==> src/rtl/sw_pkg.sv <==
// Shared types, limits and BCD helpers for the lap stopwatch.
// Time is held in binary and converted to BCD only on the display path.
package sw_pkg;

  typedef struct packed {
    logic [5:0] min;
    logic [5:0] sec;
    logic [6:0] cs;
  } time_t;

  localparam logic [6:0] MAX_CS  = 7'd99;
  localparam logic [5:0] MAX_SEC = 6'd59;
  localparam logic [5:0] MAX_MIN = 6'd59;

  // Two-digit binary to BCD; inputs never exceed 99.
  function automatic logic [7:0] bcd2(input logic [6:0] v);
    logic [3:0] tens;
    logic [3:0] ones;
    tens = 4'(v / 7'd10);
    ones = 4'(v % 7'd10);
    return {tens, ones};
  endfunction

  function automatic logic [23:0] time_to_bcd(input time_t t);
    return {bcd2({1'b0, t.min}), bcd2({1'b0, t.sec}), bcd2(t.cs)};
  endfunction

endpackage

==> src/rtl/btn_pulse.sv <==
// Button conditioner: 2-FF synchroniser plus rising-edge detector.
// A level already high when reset releases never produces a pulse.
module btn_pulse (
  input  logic clk,
  input  logic rst,
  input  logic btn_i,
  output logic pulse_o
);

  logic       s1_q;
  logic       s2_q;
  logic       s3_q;
  logic [2:0] vld_q;

  always_ff @(posedge clk or posedge rst) begin
    if (rst) begin
      s1_q  <= 1'b0;
      s2_q  <= 1'b0;
      s3_q  <= 1'b0;
      vld_q <= 3'b000;
    end else begin
      s1_q  <= btn_i;
      s2_q  <= s1_q;
      s3_q  <= s2_q;
      vld_q <= {vld_q[1:0], 1'b1};
    end
  end

  // Edge only counts once s3 holds a real post-reset sample.
  assign pulse_o = s2_q & ~s3_q & vld_q[2];

endmodule

==> src/rtl/lap_stopwatch.sv <==
// Centisecond stopwatch with start/stop, lap capture into a small slot
// memory, clear, and a BCD view of live time or one stored lap.
module lap_stopwatch
  import sw_pkg::*;
#(
  parameter int CLK_HZ  = 50_000_000,
  parameter int TICK_HZ = 100,
  parameter int N_LAPS  = 4,
  parameter int LW      = $clog2(N_LAPS + 1)
) (
  input  logic          clk,
  input  logic          rst,
  input  logic          ss_btn,
  input  logic          lap_btn,
  input  logic          clr_btn,
  input  logic [LW-1:0] sel,
  output logic          running,
  output logic [LW-1:0] lap_count,
  output logic          lap_full,
  output logic          overflow,
  output logic [23:0]   disp_bcd
);

  localparam int DIV = CLK_HZ / TICK_HZ;
  localparam int PW  = (DIV > 1) ? $clog2(DIV) : 1;
  localparam logic [PW-1:0] PRE_LAST = PW'(DIV - 1);

  logic [2:0] btn_raw;
  logic [2:0] btn_p;
  logic       ss_p, lap_p, clr_p;

  assign btn_raw = {clr_btn, lap_btn, ss_btn};

  generate
    for (genvar gi = 0; gi < 3; gi++) begin : g_btn
      btn_pulse u_btn (
        .clk     (clk),
        .rst     (rst),
        .btn_i   (btn_raw[gi]),
        .pulse_o (btn_p[gi])
      );
    end
  endgenerate

  assign ss_p  = btn_p[0];
  assign lap_p = btn_p[1];
  assign clr_p = btn_p[2];

  logic          running_q, running_d;
  logic [PW-1:0] pre_q, pre_d;
  time_t         time_q, time_d;
  logic          overflow_q, overflow_d;
  logic [LW-1:0] lap_cnt_q, lap_cnt_d;
  time_t         laps_q [N_LAPS];
  time_t         laps_d [N_LAPS];
  logic          tick;
  logic          full;

  assign tick = running_q && (pre_q == PRE_LAST);
  assign full = (lap_cnt_q == LW'(N_LAPS));

  // Lap and clear both look at running_q, so a same-cycle ss toggle acts after them.
  always_comb begin
    running_d  = running_q ^ ss_p;
    pre_d      = pre_q;
    time_d     = time_q;
    overflow_d = overflow_q;
    lap_cnt_d  = lap_cnt_q;
    laps_d     = laps_q;
    if (running_q) begin
      pre_d = tick ? '0 : pre_q + PW'(1);
      if (tick) begin
        if (time_q.cs != MAX_CS) begin
          time_d.cs = time_q.cs + 7'd1;
        end else begin
          time_d.cs = '0;
          if (time_q.sec != MAX_SEC) begin
            time_d.sec = time_q.sec + 6'd1;
          end else begin
            time_d.sec = '0;
            if (time_q.min != MAX_MIN) begin
              time_d.min = time_q.min + 6'd1;
            end else begin
              time_d.min = '0;
              overflow_d = 1'b1;
            end
          end
        end
      end
      if (lap_p && !full) begin
        for (int k = 0; k < N_LAPS; k++) begin
          if (lap_cnt_q == LW'(k)) laps_d[k] = time_q;
        end
        lap_cnt_d = lap_cnt_q + LW'(1);
      end
    end else if (clr_p) begin
      pre_d      = '0;
      time_d     = '0;
      overflow_d = 1'b0;
      lap_cnt_d  = '0;
      laps_d     = '{default: '0};
    end
  end

  always_ff @(posedge clk or posedge rst) begin
    if (rst) begin
      running_q  <= 1'b0;
      pre_q      <= '0;
      time_q     <= '0;
      overflow_q <= 1'b0;
      lap_cnt_q  <= '0;
      laps_q     <= '{default: '0};
    end else begin
      running_q  <= running_d;
      pre_q      <= pre_d;
      time_q     <= time_d;
      overflow_q <= overflow_d;
      lap_cnt_q  <= lap_cnt_d;
      laps_q     <= laps_d;
    end
  end

  time_t disp_time;

  always_comb begin
    disp_time = '0;
    if (sel == '0) begin
      disp_time = time_q;
    end else begin
      for (int k = 0; k < N_LAPS; k++) begin
        if (sel == LW'(k + 1) && LW'(k) < lap_cnt_q) disp_time = laps_q[k];
      end
    end
  end

  assign disp_bcd  = time_to_bcd(disp_time);
  assign running   = running_q;
  assign lap_count = lap_cnt_q;
  assign lap_full  = full;
  assign overflow  = overflow_q;

endmodule

==> config.mk <==
export PLATFORM = sky130hd
export DESIGN_NAME = lap_stopwatch
export DESIGN_NICKNAME = d
export VERILOG_FILES = /design/src/rtl/sw_pkg.sv /design/src/rtl/btn_pulse.sv /design/src/rtl/lap_stopwatch.sv
export SDC_FILE = /design/constraint.sdc
export NUM_CORES = 1
export LEC_CHECK = 0
export CORE_ASPECT_RATIO = 1.75
export CORE_MARGIN = 4
export CORE_UTILIZATION = 50
export DETAILED_ROUTE_END_ITERATION = 16
export GPL_TIMING_DRIVEN = 0
export PLACE_DENSITY = 0.73
export SLEW_MARGIN = 20
export SYNTH_ARGS = -nofsm -noshare
export SYNTH_HDL_FRONTEND = slang
export SYNTH_SLANG_ARGS = --single-unit
==> constraint.sdc <==
create_clock -name clk -period 6.3 [get_ports clk]
set_input_delay 1.26 -clock clk [delete_from_list [all_inputs] [get_ports clk]]
set_output_delay 1.26 -clock clk [all_outputs]
set_load 0.02 [all_outputs]
# After elaboration in Yosys (flattened, before gate mapping)
# Index checks and enable logic that the tools add are counted.
word_totals:
  in_bits: 8
  reg_bits: 137
op_classes:
  order_cmp: 4
  n_addsub: 5
  eq_ne: 21
  n_reduce_logical: 19
  mux: 31
  n_div: 6
  bitwise: 10
op_table:
  columns: ["operator", "count"]
  rows:
  - ["$mux W19", 14]
  - ["$mux W76", 3]
  - ["$add A19 B1 Y19 const B", 1]
  - ["$eq A19 B19 Y1 const B", 1]
  - ["$mux W6", 3]
  - ["$reduce_and A3 Y1", 5]
  - ["$div A6 B4 Y7 const B", 2]
  - ["$mod A6 B4 Y7 const B", 2]
  - ["$add A6 B1 Y6 const B", 2]
  - ["$eq A3 B2 Y1 const B", 4]
  - ["$mux W12", 1]
  - ["$ne A2 B1 Y1 const B", 6]
  - ["$ne A6 B6 Y1 const B", 2]
  - ["$mux W3", 3]
  - ["$add A7 B1 Y7 const B", 1]
  - ["$div A7 B4 Y7 const B", 1]
  - ["$mod A7 B4 Y7 const B", 1]
  - ["$mux W7", 1]
  - ["$ne A7 B7 Y1 const B", 1]
  - ["$and A1 B1 Y1", 6]
  - ["$eq A3 B1 Y1 const B", 2]
  - ["$eq A3 B3 Y1 const B", 2]
  - ["$logic_and A1 B1 Y1", 6]
  - ["$logic_not A3 Y1", 2]
  - ["12 further kinds", 24]

# Longest topological paths before layout
logic_depth:
  depth_word: 8
  depth_mapped: 24
  mapped_depth_nobuf: 21

# Cells and area by module
# From an unflattened synthesis, not the netlist that was laid out.
unflattened:
  hier_cells: 906
  area_unflattened_um2: 8126.5
modules_own_cells:
  columns: ["mod", "area_per_inst_um2", "n_inst", "seq_area_each_um2", "cells_each"]
  rows:
  - ["lap_stopwatch", 7627.3, 1, 2977.9, 879]
  - ["btn_pulse", 166.4, 3, 150.1, 9]

# Least setup slack after synthesis
# Ideal clock, no wire load.
synth_path:
  kind: "in2out"
  from: "in sel[2]"
  to: "out disp_bcd[2]"
  arrival_time_ps: 5596
  n_path_buf: 2
  t_required_ps: 5040
  path_stages: 23
  path_slack_ps: -556
  cell_sequence: "buf_4 > and3b_1 > buf_6 > o21a_1 > a2111oi_4 > o21a_1 > a21oi_1 > ha_1 > nor3_1 > or4b_1 > nand4_1 > inv_1 > ha_1 > nand2_1 > o21ai_0 > a21oi_2 > xnor2_1 > ha_1 > o31ai_1 > nand2_1 > mux2i_1 > a211oi_2 > mux2i_1"
synth_between:
  elab_chain_cells: 8
synth_lines:
  columns: ["element", "line_no", "rtl"]
  rows:
  - ["from (decl)", "lap_stopwatch.sv:16", "input logic [LW-1:0] sel,"]
  - ["$eq A3 B1 Y1", "lap_stopwatch.sv:131", "if (sel == LW'(k + 1) && LW'(k) < lap_cnt_q) disp_time = laps_q[k];"]
  - ["$logic_and A1 B1 Y1", "lap_stopwatch.sv:131", null]
  - ["$mux W19 (4 in a row)", "lap_stopwatch.sv:131", null]
  - ["$mux W19 (*)", "lap_stopwatch.sv:127", "if (sel == '0) begin"]
  - ["$mod A7 B4 Y7 (*)", "sw_pkg.sv:20", "ones = 4'(v % 7'd10);"]
  - ["to (decl)", "lap_stopwatch.sv:21", "output logic [23:0] disp_bcd"]
# Every way passes the cells marked *; elsewhere a longest branch is shown, timed or not.

# Worst setup path in the final report
layout_path:
  from: "in sel[2]"
  to: "out disp_bcd[1]"
# Same word-level chain as after synthesis.

==> impl_summary.log <==
[metrics] std cell rows: 59
[metrics] routability-driven placement congestion ratio: roughly 0.95
[metrics] primary flip-flop cell chosen by synthesis mapping: sky130_fd_sc_hd__dfrtp_1
[metrics] flop and latch count out of synthesis: 131
[metrics] number of global-route vias before repair: 7512
[metrics] worst min-delay path category: reg -> reg
[metrics] pin count of the biggest net entering global routing: between 100 and 150
[metrics] Slew Viols, Final: 0
[metrics] via density per instance: 6.31
[metrics] total iterations of the first detailed-routing run: 5
[metrics] layout cell share with drive strength beyond 1: 0.174
[metrics] CP Data Required Time: 5040 ps
[metrics] half-perimeter wire length of the detailed placement result: approximately 16 mm
[metrics] violated checks: negative setup slack
[metrics] f_max: 150 MHz
[metrics] Final Total Pwr: 2.93 mW
[metrics] detailed-route wire length: around 24 mm
[metrics] clock period minus final worst setup slack: 6640 ps
[metrics] later-pin clock latency in the skew report: 430 ps
[metrics] Worst Setup Slack post-DPL: -2060 ps
[metrics] final worst path period share: 1.05
[metrics] YS warnings: 0
[metrics] root buffer cell: sky130_fd_sc_hd__clkbuf_16
[metrics] Max clock buf depth: 2
[metrics] DRC Markers: 0
[metrics] CP Capture Type: output port
[metrics] cell type with the highest aggregate area in the netlist: sky130_fd_sc_hd__dfrtp_1
[metrics] top cells by area, synth: sky130_fd_sc_hd__dfrtp_1 (43%), sky130_fd_sc_hd__o21ai_0 (8.4%), sky130_fd_sc_hd__nand3_1 (7.8%), sky130_fd_sc_hd__nand2_1 (3.7%), sky130_fd_sc_hd__nor2_1 (2.7%)
[metrics] most numerous cell in the Yosys netlist: sky130_fd_sc_hd__dfrtp_1
[metrics] core utilization of the finished layout: 0.639
[metrics] number of clock sinks: 131
[metrics] overall track demand over capacity in global routing: 0.277
[metrics] grt ovf: 0
[metrics] via count of the routed design: 7429
[metrics] Worst Path Class, Setup: in -> out
[metrics] CTS tree: yes
[metrics] n_diodes: 0
[metrics] antenna viol nets, final: 0
[metrics] initial core utilization: 0.511
[metrics] mean instance size in the synthesized netlist: 8.65 sq um
[metrics] most frequent cells after synthesis: sky130_fd_sc_hd__dfrtp_1 (131), sky130_fd_sc_hd__o21ai_0 (128), sky130_fd_sc_hd__nand3_1 (119)
[metrics] accumulated negative setup slack: -926 ps
[metrics] Nets: 1005
[metrics] power per standard cell area: between 300 and 400 mW/mm^2
[metrics] DIE AREA: about 0.017 sq mm
[metrics] run status: finished with violations
[metrics] actual slew at the worst max-slew pin: 921 ps
[metrics] Wirelength per Cell: 20.0 microns
[metrics] final clock skew: around 10 ps
[metrics] post-CTS clock slew at the launch and capture registers of the worst setup and hold paths: 50 ps
[metrics] DRC marker count from the first detailed-route iteration: 624
[metrics] Arrival @ worst endpoint: 5380 ps
[metrics] CTS H-tree depth: 4
[metrics] first-pass GRT wire length: around 38 mm
[metrics] number of antenna violations at the first check in global routing: 0
[metrics] number of flops mapped to enable cells by yosys: 0
[metrics] Placeable Area: 0.0150 sq mm
[metrics] TritonCTS buffer count: 17
[metrics] unrepaired setup endpoints after global routing: yes
[metrics] total I/O pin count: 38
[metrics] final setup violating endpoints: 3
[metrics] sequential element share of the synthesized area: 0.428
[metrics] vertical die dimension: 172 microns
[metrics] Area Growth Syn to Fin: 25.2%
[metrics] fraction of synthesis flops using an asynchronous set or reset pin: 1.00
[metrics] number of distinct library cells after synthesis: 78
[metrics] die width: 102 microns
[metrics] final hold slack: 347 ps
[metrics] Netlist Area Pre-Place: roughly 0.0077 sq mm
[metrics] Hold Violations, Final: 0
[metrics] IO buf count: 34
[metrics] top fanout value on the critical path: 7
[metrics] Leak Pwr: 4.13 nW
[metrics] slew margin rel.: 0.378
[metrics] worst path setup slack after routing: -345 ps
[metrics] number of maximum-capacitance constraint violations: 0
[metrics] post-synthesis instance total: 885
[metrics] IR drop worst, VDD: about 270 uV
[metrics] area share of the largest cell type after synthesis: 0.428
[metrics] Startpoint Class: primary input
area by class of cell:
class	instances	area, sq um
Sequential cell	131	3280
Clock inverter	11	175
Timing Repair Buffer	80	734
Tap cell	183	229
Clock buffer	21	470
Inverter	30	123
Multi-Input combinational cell	667	4260
Fill cell	1245	5400
Buffer	55	314
layout by cell type, fill, tap and decap left out, types with 7 or more instances in the layout:
master / instances
sky130_fd_sc_hd__nand4_1: 9
sky130_fd_sc_hd__o31ai_1: 11
sky130_fd_sc_hd__nand2b_1: 15
sky130_fd_sc_hd__nor3_1: 8
sky130_fd_sc_hd__buf_4: 50
sky130_fd_sc_hd__ha_1: 8
sky130_fd_sc_hd__nand2_1: 73
sky130_fd_sc_hd__clkbuf_16: 17
sky130_fd_sc_hd__nand3_1: 119
sky130_fd_sc_hd__clkbuf_1: 30
sky130_fd_sc_hd__clkdlybuf4s50_1: 20
sky130_fd_sc_hd__and3_1: 21
sky130_fd_sc_hd__a21oi_1: 27
sky130_fd_sc_hd__a31oi_1: 7
sky130_fd_sc_hd__dfrtp_1: 131
sky130_fd_sc_hd__inv_1: 25
sky130_fd_sc_hd__xor2_1: 8
sky130_fd_sc_hd__nor2_1: 51
sky130_fd_sc_hd__buf_6: 10
sky130_fd_sc_hd__and2_1: 8
sky130_fd_sc_hd__o21ai_0: 126
sky130_fd_sc_hd__xnor2_1: 8
where the power goes:
group          internal, mW  switching (mW)
clock                 0.695           0.380
sequential            0.913          0.0888
combinational         0.319           0.530
total                  1.93           0.999
timing repair:
item | 4_1_cts | 5_1_grt
buffers inserted | 30 | 15
gates cloned | 0 | 0
setup endpoints to repair | 14 | 12
gates resized for setup | 77 | 34
pin swaps | 18 | 23
hold buffers | 0 | 0
registers in the layout (all words and copies together), names as in the netlist:
name and flops:
overflow 1, time_q 19, lap_count 3, running 1, pre_q 19, g_btn.u_btn.s3_q 3
g_btn.u_btn.s2_q 3, g_btn.u_btn.vld_q 3, laps_q 76, g_btn.u_btn.s1_q 3
cells by family after synthesis:
group                    Yosys count  synth area share
adder cells (fa/ha/maj)           15            0.0245
other                              2          0.000981
AO/OA/AOI/OAI                    272             0.232
AND/OR/NAND/NOR                  350             0.230
flip-flops                       131             0.428
XOR/XNOR                          18            0.0206
buffers and inverters             88            0.0516
multiplexers                       9            0.0121
path summary, 6_finish.rpt:
kind | startpoint | endpoint | slack [ps] | cells after the start
setup / recovery | sel[2] | disp_bcd[1] | -340 | 27
hold / removal | g_btn[2].u_btn.vld_q[1] | g_btn[0].u_btn.vld_q[2] | 350 | 0
setup reg to reg | pre_q[9] | time_q[14] | 2600 | 10
hold reg to reg | g_btn[2].u_btn.vld_q[1] | g_btn[0].u_btn.vld_q[2] | 350 | 0
max in group asynchronous | rst | laps_q[60] | 4330 | 3
min in group asynchronous | rst | time_q[16] | 1190 | 2
stage by stage:
step	cell area, sq um	std cells
4_1_cts	9330	1164
6_report	9580	1178
3_5_place_dp	8330	1104
5_1_grt	9580	1178
2_1_floorplan	7720	886
3_3_place_gp	8290	1103
routing by layer:
metal  vias up  global-route usage  wire (microns)
li1       3435                   -               -
met1      3552               0.298            8390
met2       339               0.491           12400
met3       103              0.0475            1300
met4         0               0.177            1460
met5         -                   0               0
critical path, stage by stage:
cell and delay, ps:
sky130_fd_sc_hd__buf_12 110, sky130_fd_sc_hd__buf_4 150, sky130_fd_sc_hd__nor2b_4 220, sky130_fd_sc_hd__and2_4 240
sky130_fd_sc_hd__a2111oi_4 90, sky130_fd_sc_hd__buf_4 170, sky130_fd_sc_hd__nor3_4 240, sky130_fd_sc_hd__a21oi_4 90
sky130_fd_sc_hd__ha_4 170, sky130_fd_sc_hd__nor3_2 90, sky130_fd_sc_hd__or4b_4 470, sky130_fd_sc_hd__nand4_1 130
sky130_fd_sc_hd__inv_2 70, sky130_fd_sc_hd__ha_4 160, sky130_fd_sc_hd__nand2_2 70, sky130_fd_sc_hd__o21ai_2 60
sky130_fd_sc_hd__a21oi_2 230, sky130_fd_sc_hd__xnor2_2 150, sky130_fd_sc_hd__ha_2 230, sky130_fd_sc_hd__o31ai_2 70
sky130_fd_sc_hd__nand2_1 90, sky130_fd_sc_hd__mux2i_2 80, sky130_fd_sc_hd__a211oi_2 210, sky130_fd_sc_hd__buf_4 170
sky130_fd_sc_hd__buf_6 90, sky130_fd_sc_hd__xnor2_2 90, sky130_fd_sc_hd__buf_4 150
Note: power is estimated with default switching activity, not from simulation.
